<file path="src/rtl/async_fifo_pkg.sv">
// rtl/async_fifo_pkg.sv - shared types and default sizes for the dual-clock FIFO and its read-side drain engine
//   rd_state_t  : read-engine state (RUN, FLUSH)
//   DSIZE_DEF   : default data word width
//   ASIZE_DEF   : default FIFO address width
package async_fifo_pkg;

    localparam int DSIZE_DEF = 8;
    localparam int ASIZE_DEF = 4;

    typedef enum logic {
        RUN   = 1'b0,
        FLUSH = 1'b1
    } rd_state_t;

endpackage

</file>
<file path="src/rtl/stream_skid2.sv">
// rtl/stream_skid2.sv - two-entry output buffer with push/pop/clear
//   clk, rst : clock and synchronous active-high reset
//   push     : write din into the next free slot
//   pop      : retire the head entry
//   clear    : drop all entries (takes priority over push/pop)
//   din      : write data
//   head     : oldest entry, valid while count != 0
//   count    : number of stored entries, 0..2
module stream_skid2 #(
    parameter int DSIZE = 8
) (
    input  logic             clk,
    input  logic             rst,
    input  logic             push,
    input  logic             pop,
    input  logic             clear,
    input  logic [DSIZE-1:0] din,
    output logic [DSIZE-1:0] head,
    output logic [1:0]       count
);

    logic [DSIZE-1:0] tail;

    always_ff @(posedge clk) begin
        if (rst) begin
            head  <= '0;
            tail  <= '0;
            count <= 2'd0;
        end else if (clear) begin
            count <= 2'd0;
        end else begin
            case (count)
                2'd0: begin
                    // A pop with nothing stored is ignored.
                    if (push) begin
                        head  <= din;
                        count <= 2'd1;
                    end
                end
                2'd1: begin
                    // Simultaneous push and pop replaces the head directly,
                    // sustaining one word per cycle without using the tail.
                    if (push && pop) begin
                        head <= din;
                    end else if (push) begin
                        tail  <= din;
                        count <= 2'd2;
                    end else if (pop) begin
                        count <= 2'd0;
                    end
                end
                default: begin
                    if (pop) begin
                        head <= tail;
                        if (push) begin
                            tail <= din;
                        end else begin
                            count <= 2'd1;
                        end
                    end
                end
            endcase
        end
    end

endmodule

</file>
<file path="src/rtl/fifo_rd_stream.sv">
// rtl/fifo_rd_stream.sv - read-side drain engine turning FIFO reads into a framed valid/ready stream
//   r_clk, r_rst     : read clock and synchronous active-high reset
//   r_empty, r_data  : FIFO empty flag and asynchronous read data
//   r_en             : FIFO read strobe
//   m_valid, m_ready : stream handshake
//   m_data, m_last   : stream payload and end-of-packet marker
//   cfg_len          : packet length in beats (0 behaves as 1)
//   flush            : request to discard buffered data and drain the FIFO
//   flush_done       : one-cycle pulse when the drain completes
//   rd_count         : wrapping count of accepted beats
//   busy             : buffer holds data or a flush is in progress
module fifo_rd_stream
    import async_fifo_pkg::*;
#(
    parameter int DSIZE = DSIZE_DEF,
    parameter int LSIZE = 8,
    parameter int CSIZE = 16
) (
    input  logic             r_clk,
    input  logic             r_rst,
    input  logic             r_empty,
    input  logic [DSIZE-1:0] r_data,
    output logic             r_en,
    output logic             m_valid,
    input  logic             m_ready,
    output logic [DSIZE-1:0] m_data,
    output logic             m_last,
    input  logic [LSIZE-1:0] cfg_len,
    input  logic             flush,
    output logic             flush_done,
    output logic [CSIZE-1:0] rd_count,
    output logic             busy
);

    rd_state_t        state;
    logic [1:0]       count;
    logic [LSIZE-1:0] beat_cnt;
    logic [LSIZE-1:0] len_q;
    logic [LSIZE-1:0] len_live;
    logic [LSIZE-1:0] len_eff;
    logic             push;
    logic             pop;
    logic             clear;

    // Fetch depends only on registered state and r_empty, never on m_ready,
    // so the stream side has no combinational reach into the FIFO.
    assign r_en  = !r_empty && ((state == FLUSH) || (count != 2'd2));
    assign push  = (state == RUN) && r_en;
    assign clear = (state == RUN) && flush;

    assign m_valid = (state == RUN) && (count != 2'd0);
    assign pop     = m_valid && m_ready;
    assign busy    = (count != 2'd0) || (state == FLUSH);

    // The first beat of a packet frames itself with the live length, since
    // len_q is only loaded when that beat is accepted.
    assign len_live = (cfg_len == '0) ? LSIZE'(1) : cfg_len;
    assign len_eff  = (beat_cnt == '0) ? len_live : len_q;
    assign m_last   = m_valid && (beat_cnt == (len_eff - LSIZE'(1)));

    stream_skid2 #(
        .DSIZE (DSIZE)
    ) u_skid (
        .clk   (r_clk),
        .rst   (r_rst),
        .push  (push),
        .pop   (pop),
        .clear (clear),
        .din   (r_data),
        .head  (m_data),
        .count (count)
    );

    always_ff @(posedge r_clk) begin
        if (r_rst) begin
            state      <= RUN;
            beat_cnt   <= '0;
            len_q      <= LSIZE'(1);
            flush_done <= 1'b0;
            rd_count   <= '0;
        end else begin
            flush_done <= 1'b0;
            if (pop) begin
                rd_count <= rd_count + CSIZE'(1);
            end
            case (state)
                RUN: begin
                    if (flush) begin
                        state    <= FLUSH;
                        beat_cnt <= '0;
                    end else if (pop) begin
                        if (beat_cnt == '0) begin
                            len_q <= len_live;
                        end
                        beat_cnt <= m_last ? '0 : beat_cnt + LSIZE'(1);
                    end
                end
                default: begin
                    // Stay while more flush requests arrive or data remains.
                    if (r_empty && !flush) begin
                        state      <= RUN;
                        flush_done <= 1'b1;
                    end
                end
            endcase
        end
    end

endmodule

</file>
<file path="config.mk">
export PLATFORM = sky130hd
export DESIGN_NAME = fifo_rd_stream
export DESIGN_NICKNAME = d
export VERILOG_FILES = /design/src/rtl/async_fifo_pkg.sv /design/src/rtl/stream_skid2.sv /design/src/rtl/fifo_rd_stream.sv
export SDC_FILE = /design/constraint.sdc
export NUM_CORES = 1
export LEC_CHECK = 0
export ABC_CLOCK_PERIOD_IN_PS = 4670
export CAP_MARGIN = 15
export CELL_PAD_IN_SITES_DETAIL_PLACEMENT = 1
export CELL_PAD_IN_SITES_GLOBAL_PLACEMENT = 2
export CORE_MARGIN = 1
export CORE_UTILIZATION = 31
export DETAILED_ROUTE_END_ITERATION = 6
export PLACE_DENSITY = 0.8
export SLEW_MARGIN = 20
export SYNTH_ARGS = -nofsm -noshare
export SYNTH_HDL_FRONTEND = slang
export SYNTH_SLANG_ARGS = --single-unit
</file>
<file path="constraint.sdc">
create_clock -name r_clk -period 4.67 [get_ports r_clk]
set_input_delay 0.7005 -clock r_clk [delete_from_list [all_inputs] [get_ports r_clk]]
set_output_delay 0.7005 -clock r_clk [all_outputs]
set_load 0.005 [all_outputs]
</file>
# --- After elaboration in Yosys (flattened, before gate mapping) ---
# Index checks and enable logic that the tools add are counted.
totals:
  output_inout_bits: 29
  register_bits: 52
  in_bits: 21
  elab_cells: 73
op_classes:
  eq_ne: 8
  reduce_logical: 26
  bitwise: 4
  n_mux: 24
  addsub: 3
ops:
  columns: ["operator", "n"]
  rows:
  - ["$mux 8", 11]
  - ["$pmux 8 s2", 2]
  - ["$add 16x1->16 const B", 1]
  - ["$logic_not 8->1", 2]
  - ["$mux 2", 6]
  - ["$add 8x1->8 const B", 1]
  - ["$eq 8x8->1", 1]
  - ["$logic_and 1x1->1", 8]
  - ["$reduce_and 4->1", 2]
  - ["$sub 8x1->8 const B", 1]
  - ["$reduce_bool 2->1", 3]
  - ["$reduce_and 5->1", 1]
  - ["$mux 1", 4]
  - ["$ne 2x1->1 const B", 2]
  - ["$ne 2x2->1 const B", 2]
  - ["$not 1->1", 4]
  - ["$pmux 2 s2", 1]
  - ["$reduce_or 2->1", 2]
  - ["$ne 3x1->1 const B", 1]
  - ["$ne 3x3->1 const B", 1]
  - ["$reduce_and 3->1", 1]
  - ["$reduce_bool 3->1", 1]
  - ["$eq 2x1->1 const B", 1]
  - ["$logic_not 1->1", 2]
  - ["3 further kinds", 4]

# --- Logic depth before layout (Yosys ltp) ---
depth:
  ltp_word: 9
  ltp_mapped: 14
  ltp_nobuf: 13

# --- Cells and area by module ---
# A second synthesis with hierarchy kept.
hier_totals:
  cells_unflattened: 330
  hier_area_um2: 2932.8
by_module_without_submodules:
  columns: ["module", "cells_per_inst", "n_inst", "area_each_um2", "seq_area_each_um2"]
  rows:
  - ["fifo_rd_stream", 255, 1, 2097.0, 680.7]
  - ["stream_skid2", 75, 1, 835.8, 360.3]

# --- Worst setup path after synthesis ---
# OpenSTA, ideal clock, no wires.
synth_timing:
  path_type: "register -> output"
  startpoint: "register beat_cnt[0]"
  endpoint: "output m_last"
  required_time_ps: 3970
  t_arrival_ps: 3159
  stages_incl_launch_ff: 14
  path_slack_ps: 810
  path_buffers: 2
  cell_sequence: "dfxtp_1 inv_1 ha_1 or3b_1 clkbuf_1 nor2_1 buf_2 mux2i_1 ha_1 xor2_1 nand2_1 or3_1 a2111oi_4 and2_1"
synth_via:
  elab_chain_cells: 5
synth_rtl:
  columns: ["element", "line_no", "rtl"]
  rows:
  - ["start: declaration", "fifo_rd_stream.sv:37", "logic [LSIZE-1:0] beat_cnt;"]
  - ["start signal: assignment", "fifo_rd_stream.sv:95", "beat_cnt <= m_last ? '0 : beat_cnt + LSIZE'(1);"]
  - ["$logic_not 8->1", "fifo_rd_stream.sv:58", "assign len_eff = (beat_cnt == '0) ? len_live : len_q;"]
  - ["$mux 8", null, null]
  - ["$sub 8x1->8", "fifo_rd_stream.sv:59", "assign m_last = m_valid && (beat_cnt == (len_eff - LSIZE'(1)));"]
  - ["$eq 8x8->1 *", "fifo_rd_stream.sv:59", null]
  - ["$logic_and 1x1->1 *", "fifo_rd_stream.sv:59", null]
  - ["end: declaration", "fifo_rd_stream.sv:27", "output logic m_last,"]
# Every way passes the cells marked *; elsewhere a longest branch is shown, timed or not.

# --- Worst setup path in the final report ---
layout_timing:
  startpoint: "input cfg_len[4]"
  endpoint: "output m_last"
layout_via:
  elab_chain_cells: 6
layout_rtl:
  columns: ["element", "line_no", "rtl"]
  rows:
  - ["start: declaration", "fifo_rd_stream.sv:28", "input logic [LSIZE-1:0] cfg_len,"]
  - ["$logic_not 8->1", "fifo_rd_stream.sv:57", "assign len_live = (cfg_len == '0) ? LSIZE'(1) : cfg_len;"]
  - ["$mux 8 *", "fifo_rd_stream.sv:57", null]
  - ["$mux 8 *", null, null]
  - ["$sub 8x1->8 *", "fifo_rd_stream.sv:59", null]
  - ["$eq 8x8->1 *", "fifo_rd_stream.sv:59", null]
  - ["$logic_and 1x1->1 *", "fifo_rd_stream.sv:59", null]
# Marks and branches as above.

==> results.txt <==
Counting the fill cells in the layout gives 1,029. The post-cts hold buffer count is 0. The die outline height is 97.1 µm. The average wire per cell in the routed design came out at 14.9 µm. The number of cells after detailed placement is 495.

The via count of the first global-routing pass is 2,644. The routed layout has 2,588 vias. The final global-route overflow total is 0. The worst hold path belongs to the class reg -> reg. The number of DRC markers after the initial detailed-route iteration is 39. The tightest hold path in the finished design has a slack of 0.485 ns. The share of total power dissipated in combinational logic is 0.121. The initial standard-cell utilization of the core is 0.322.

The required time of the critical path came out at 3.97 ns. Subtracting the final worst setup slack from the clock period gives 4.52 ns. The congestion estimate from routability-driven global placement came to 0.771.

The startpoint kind of the worst setup timing path is an input pin. The total power of the final layout came out at 867 µW. In the final timing run, aggregate negative setup slack is 0 ns. The half-perimeter wire length after placement is 5630 µm. VDD sags by at most 0.143 mV. The hold violation total from the final report came out at 0. The share of async-settable or async-resettable flops after synthesis came out at 0.

sky130_fd_sc_hd__dfxtp_1 takes more of the synthesized area than any other cell. For this run, the total global-route usage over all layers was measured as 0.166. The sequential cell fraction of total power is 0.524. The clock-pin slew of the registers on the worst-case setup and hold paths is 0.09 ns. The total count of max-transition violations in the final report came out at 0. The number of remaining DRC errors is 0. The net switching share of the total power came out at 0.236. The flow ran to the end, and the final reports show no timing, DRC or antenna violations.

The sequential-to-total area share from yosys stat is 0.371. The area of the multi-input gates is 0.00167 mm². The largest net degree at the start of global routing came out at 41. The total nets after synthesis came out at 362.

The slowest stage of the critical path belongs to the cell sky130_fd_sc_hd__clkdlybuf4s50_1. The area added between synthesis and finish came out at 31.5%. Along the worst path, the maximum fanout reaches 2. The worst hold path begins at len_q[7]$_SDFFE_PP0P_. The number of enable-type register cells in the synthesized netlist is 0. After technology mapping, the gate count stands at 337. The timing-limited maximum frequency is 0.221 GHz. In this run the tightest slew margin relative to its limit is 0.553. After synthesis, the cell types taking the most area are sky130_fd_sc_hd__dfxtp_1 (37%), sky130_fd_sc_hd__nor2_1 (8.2%), sky130_fd_sc_hd__mux2i_1 (6.4%). Traced cell by cell, the critical path runs through clkdlybuf4s50_1 -> nor4_2 -> buf_4 -> a21o_1 -> mux2_4 -> inv_1 -> ha_2 -> xor2_1 -> nand2_1 -> or3_4 -> a2111oi_4 -> and2_1 -> clkdlybuf4s50_1. The number of cell rows is 34. TritonCTS built the clock tree.

The most used flip-flop cell after synthesis is sky130_fd_sc_hd__dfxtp_1. The mean instance size in the synthesized netlist is 8.32 µm². The share of total power dissipated in the clock network is 0.355. The top cell type's share of synthesized area came out at 0.371.

The count of unique library cells instantiated by Yosys is 48. The kind of capture point of the worst setup path is a primary output. The clock passes through at most 2 buffers. The final worst-path cycle share came out at 0.968.

The maximum cell stage delay along the critical path came out at 0.50 ns. The number of vias per cell is 5.09. The startpoint of the worst setup timing path is cfg_len[4]. Summing every instance area after synthesis gives 0.00280 mm². The net count reported at finish came out at 424.

The cell family contributing the most delay on the critical path is buffers and inverters. The Yosys step of the flow raised 0 warnings. The count of nets left with antenna violations after detail routing is 0. Max-cap violations in this run came to 0. The static power due to leakage is 1.48 nW. The most frequent cell after synthesis is sky130_fd_sc_hd__nor2_1. The worst register-to-register path begins at beat_cnt[0]$_SDFFE_PP0P_.

The number of antenna repair diodes came out at 0. The full die area came out at 0.00943 mm². The count of H-tree levels built during CTS came out at 2. The tree is rooted in a sky130_fd_sc_hd__clkbuf_8. The non-filler instance count after layout came out at 508. In this run, synthesis produced a sequential element count of 52. During I/O placement, the number of pins put on the boundary was 50. The first global-routing pass estimated 12,900 µm of wire. In this design, the critical path's most frequently occurring cell is sky130_fd_sc_hd__clkdlybuf4s50_1. The number of buffer and inverter instances along the worst setup path came out at 4.

The worst clock skew came out at 0.00613 ns. The number of buffers created by CTS came out at 5. The initial antenna violation count is 0. By count the netlist is led by sky130_fd_sc_hd__nor2_1 (61), sky130_fd_sc_hd__dfxtp_1 (52), sky130_fd_sc_hd__a21oi_1 (27). For the worst setup path, the data arrival time is 3.82 ns. The count of buffers added on input and output ports is 49. The total routed wirelength came out at 7550 µm. For the pin with the worst max-slew slack, the measured transition is 0.668 ns. Setup repair after global routing left no endpoint under its margin.

Setup violations remaining at the end of the flow were counted as 0. The CTS sink count is 52. The clock reaches the later pin of the worst-skew pair after 0.30 ns. The sequential cell area in the final layout is 0.00105 mm².

The area of the core is 0.00872 mm². The first detailed-routing pass ran for 4 iterations. The total net switching power is 205 µW.

The critical setup path kind is in -> out. The power density over the cells is 235 mW/mm². The internal power summed over all cells came out at 662 µW.

The die width is 97.1 µm. Of the cells placed in the final design, the portion with a size suffix greater than 1 is 0.128. The share of the core filled with cells came out at 0.423.
-- registers in the layout, indices dropped and copies added, names as in the netlist --
signal        cells
rd_count         16
beat_cnt          8
len_q             8
u_skid.head       8
u_skid.tail       8
u_skid.count      2
flush_done        1
state             1
-- tightest hold or removal path, delay by kind of cell (launching register included) --
family | cells | cell delay, ns
flip-flops | 1 | 0.33
AND/OR/NAND/NOR | 1 | 0.06
AO/OA/AOI/OAI | 1 | 0.05
-- cell families (layout without fill, tap and decap cells) --
| logic type | Yosys count | in the layout | synth area share |
|---|---|---|---|
| and+or+nand+nor | 142 | 142 | 0.247 |
| AOI/OAI and AO/OA | 64 | 64 | 0.164 |
| muxes | 20 | 20 | 0.0723 |
| xor gates and xnor gates | 26 | 26 | 0.0812 |
| buffers and inverters | 29 | 92 | 0.0469 |
| adders and majority gates | 4 | 4 | 0.0178 |
| DFF | 52 | 52 | 0.371 |
-- placed cells by master (no fill, tap or decap), types with 3 or more instances in the layout --
cell type and n:
sky130_fd_sc_hd__a211oi_1 6, sky130_fd_sc_hd__a21oi_1 27, sky130_fd_sc_hd__a221o_1 3, sky130_fd_sc_hd__a22o_1 5
sky130_fd_sc_hd__a311oi_1 3, sky130_fd_sc_hd__and2_1 3, sky130_fd_sc_hd__and3_1 6, sky130_fd_sc_hd__buf_4 25
sky130_fd_sc_hd__clkbuf_8 5, sky130_fd_sc_hd__clkdlybuf4s50_1 46, sky130_fd_sc_hd__dfxtp_1 50, sky130_fd_sc_hd__dlymetal6s2s_1 3
sky130_fd_sc_hd__inv_1 8, sky130_fd_sc_hd__mux2i_1 18, sky130_fd_sc_hd__nand2_1 24, sky130_fd_sc_hd__nand3_1 17
sky130_fd_sc_hd__nand4_1 3, sky130_fd_sc_hd__nor2_1 60, sky130_fd_sc_hd__nor2b_1 3, sky130_fd_sc_hd__nor3_1 6
sky130_fd_sc_hd__nor4_1 4, sky130_fd_sc_hd__o21ai_0 6, sky130_fd_sc_hd__xnor2_1 7, sky130_fd_sc_hd__xor2_1 19
-- power groups by stage --
stage | Clock, mW | Sequential [mW] | Combinational, mW
floorplan | 0 | 0.464 | 0.0522
global placement | 0 | 0.466 | 0.102
detailed placement | 0 | 0.466 | 0.104
CTS | 0.322 | 0.456 | 0.104
global route | 0.339 | 0.456 | 0.117
finish | 0.308 | 0.454 | 0.105
-- final timing paths --
| check | slack [ns] | cells after the start | end |
|---|---|---|---|
| worst max register to register | 1.13 | 14 | beat_cnt[5]$_SDFFE_PP0P_ |
| worst max-delay path | 0.15 | 13 | m_last |
| worst min register to register | 0.48 | 2 | len_q[7]$_SDFFE_PP0P_ |
| worst min-delay path | 0.48 | 2 | len_q[7]$_SDFFE_PP0P_ |
-- final cells by class --
| class | count | share of cell area |
|---|---|---|
| Inverter | 10 | 0.0109 |
| Multi-Input combinational cell | 256 | 0.453 |
| Clock buffer | 6 | 0.0197 |
| Clock inverter | 2 | 0.00950 |
| Timing Repair Buffer | 74 | 0.186 |
| Sequential cell | 52 | 0.284 |
| Tap cell | 108 | 0.0366 |
-- routing by layer --
layer	part of all wire	wire (µm)	track usage
met1	0.46	3460	0.205
met2	0.50	3750	0.296
met3	0.039	293	0.0374
met4	0.0064	48	0.0310
met5	0	0	0
-- through the flow --
| stage | setup WS, ns | instance area, µm² |
|---|---|---|
| floorplan | 0.810 | 2800 |
| global placement | 0.167 | 3490 |
| detailed placement | 0.107 | 3490 |
| CTS | 0.0101 | 3590 |
| global route | 0.00630 | 3690 |
| finish | 0.148 | 3690 |
-- what timing repair did --
item	CTS	global route
resized for setup	0	19
buffers inserted	0	5
endpoints found under the hold margin	0	0
setup endpoints to repair	0	1
(Power assumes the default switching activity.)
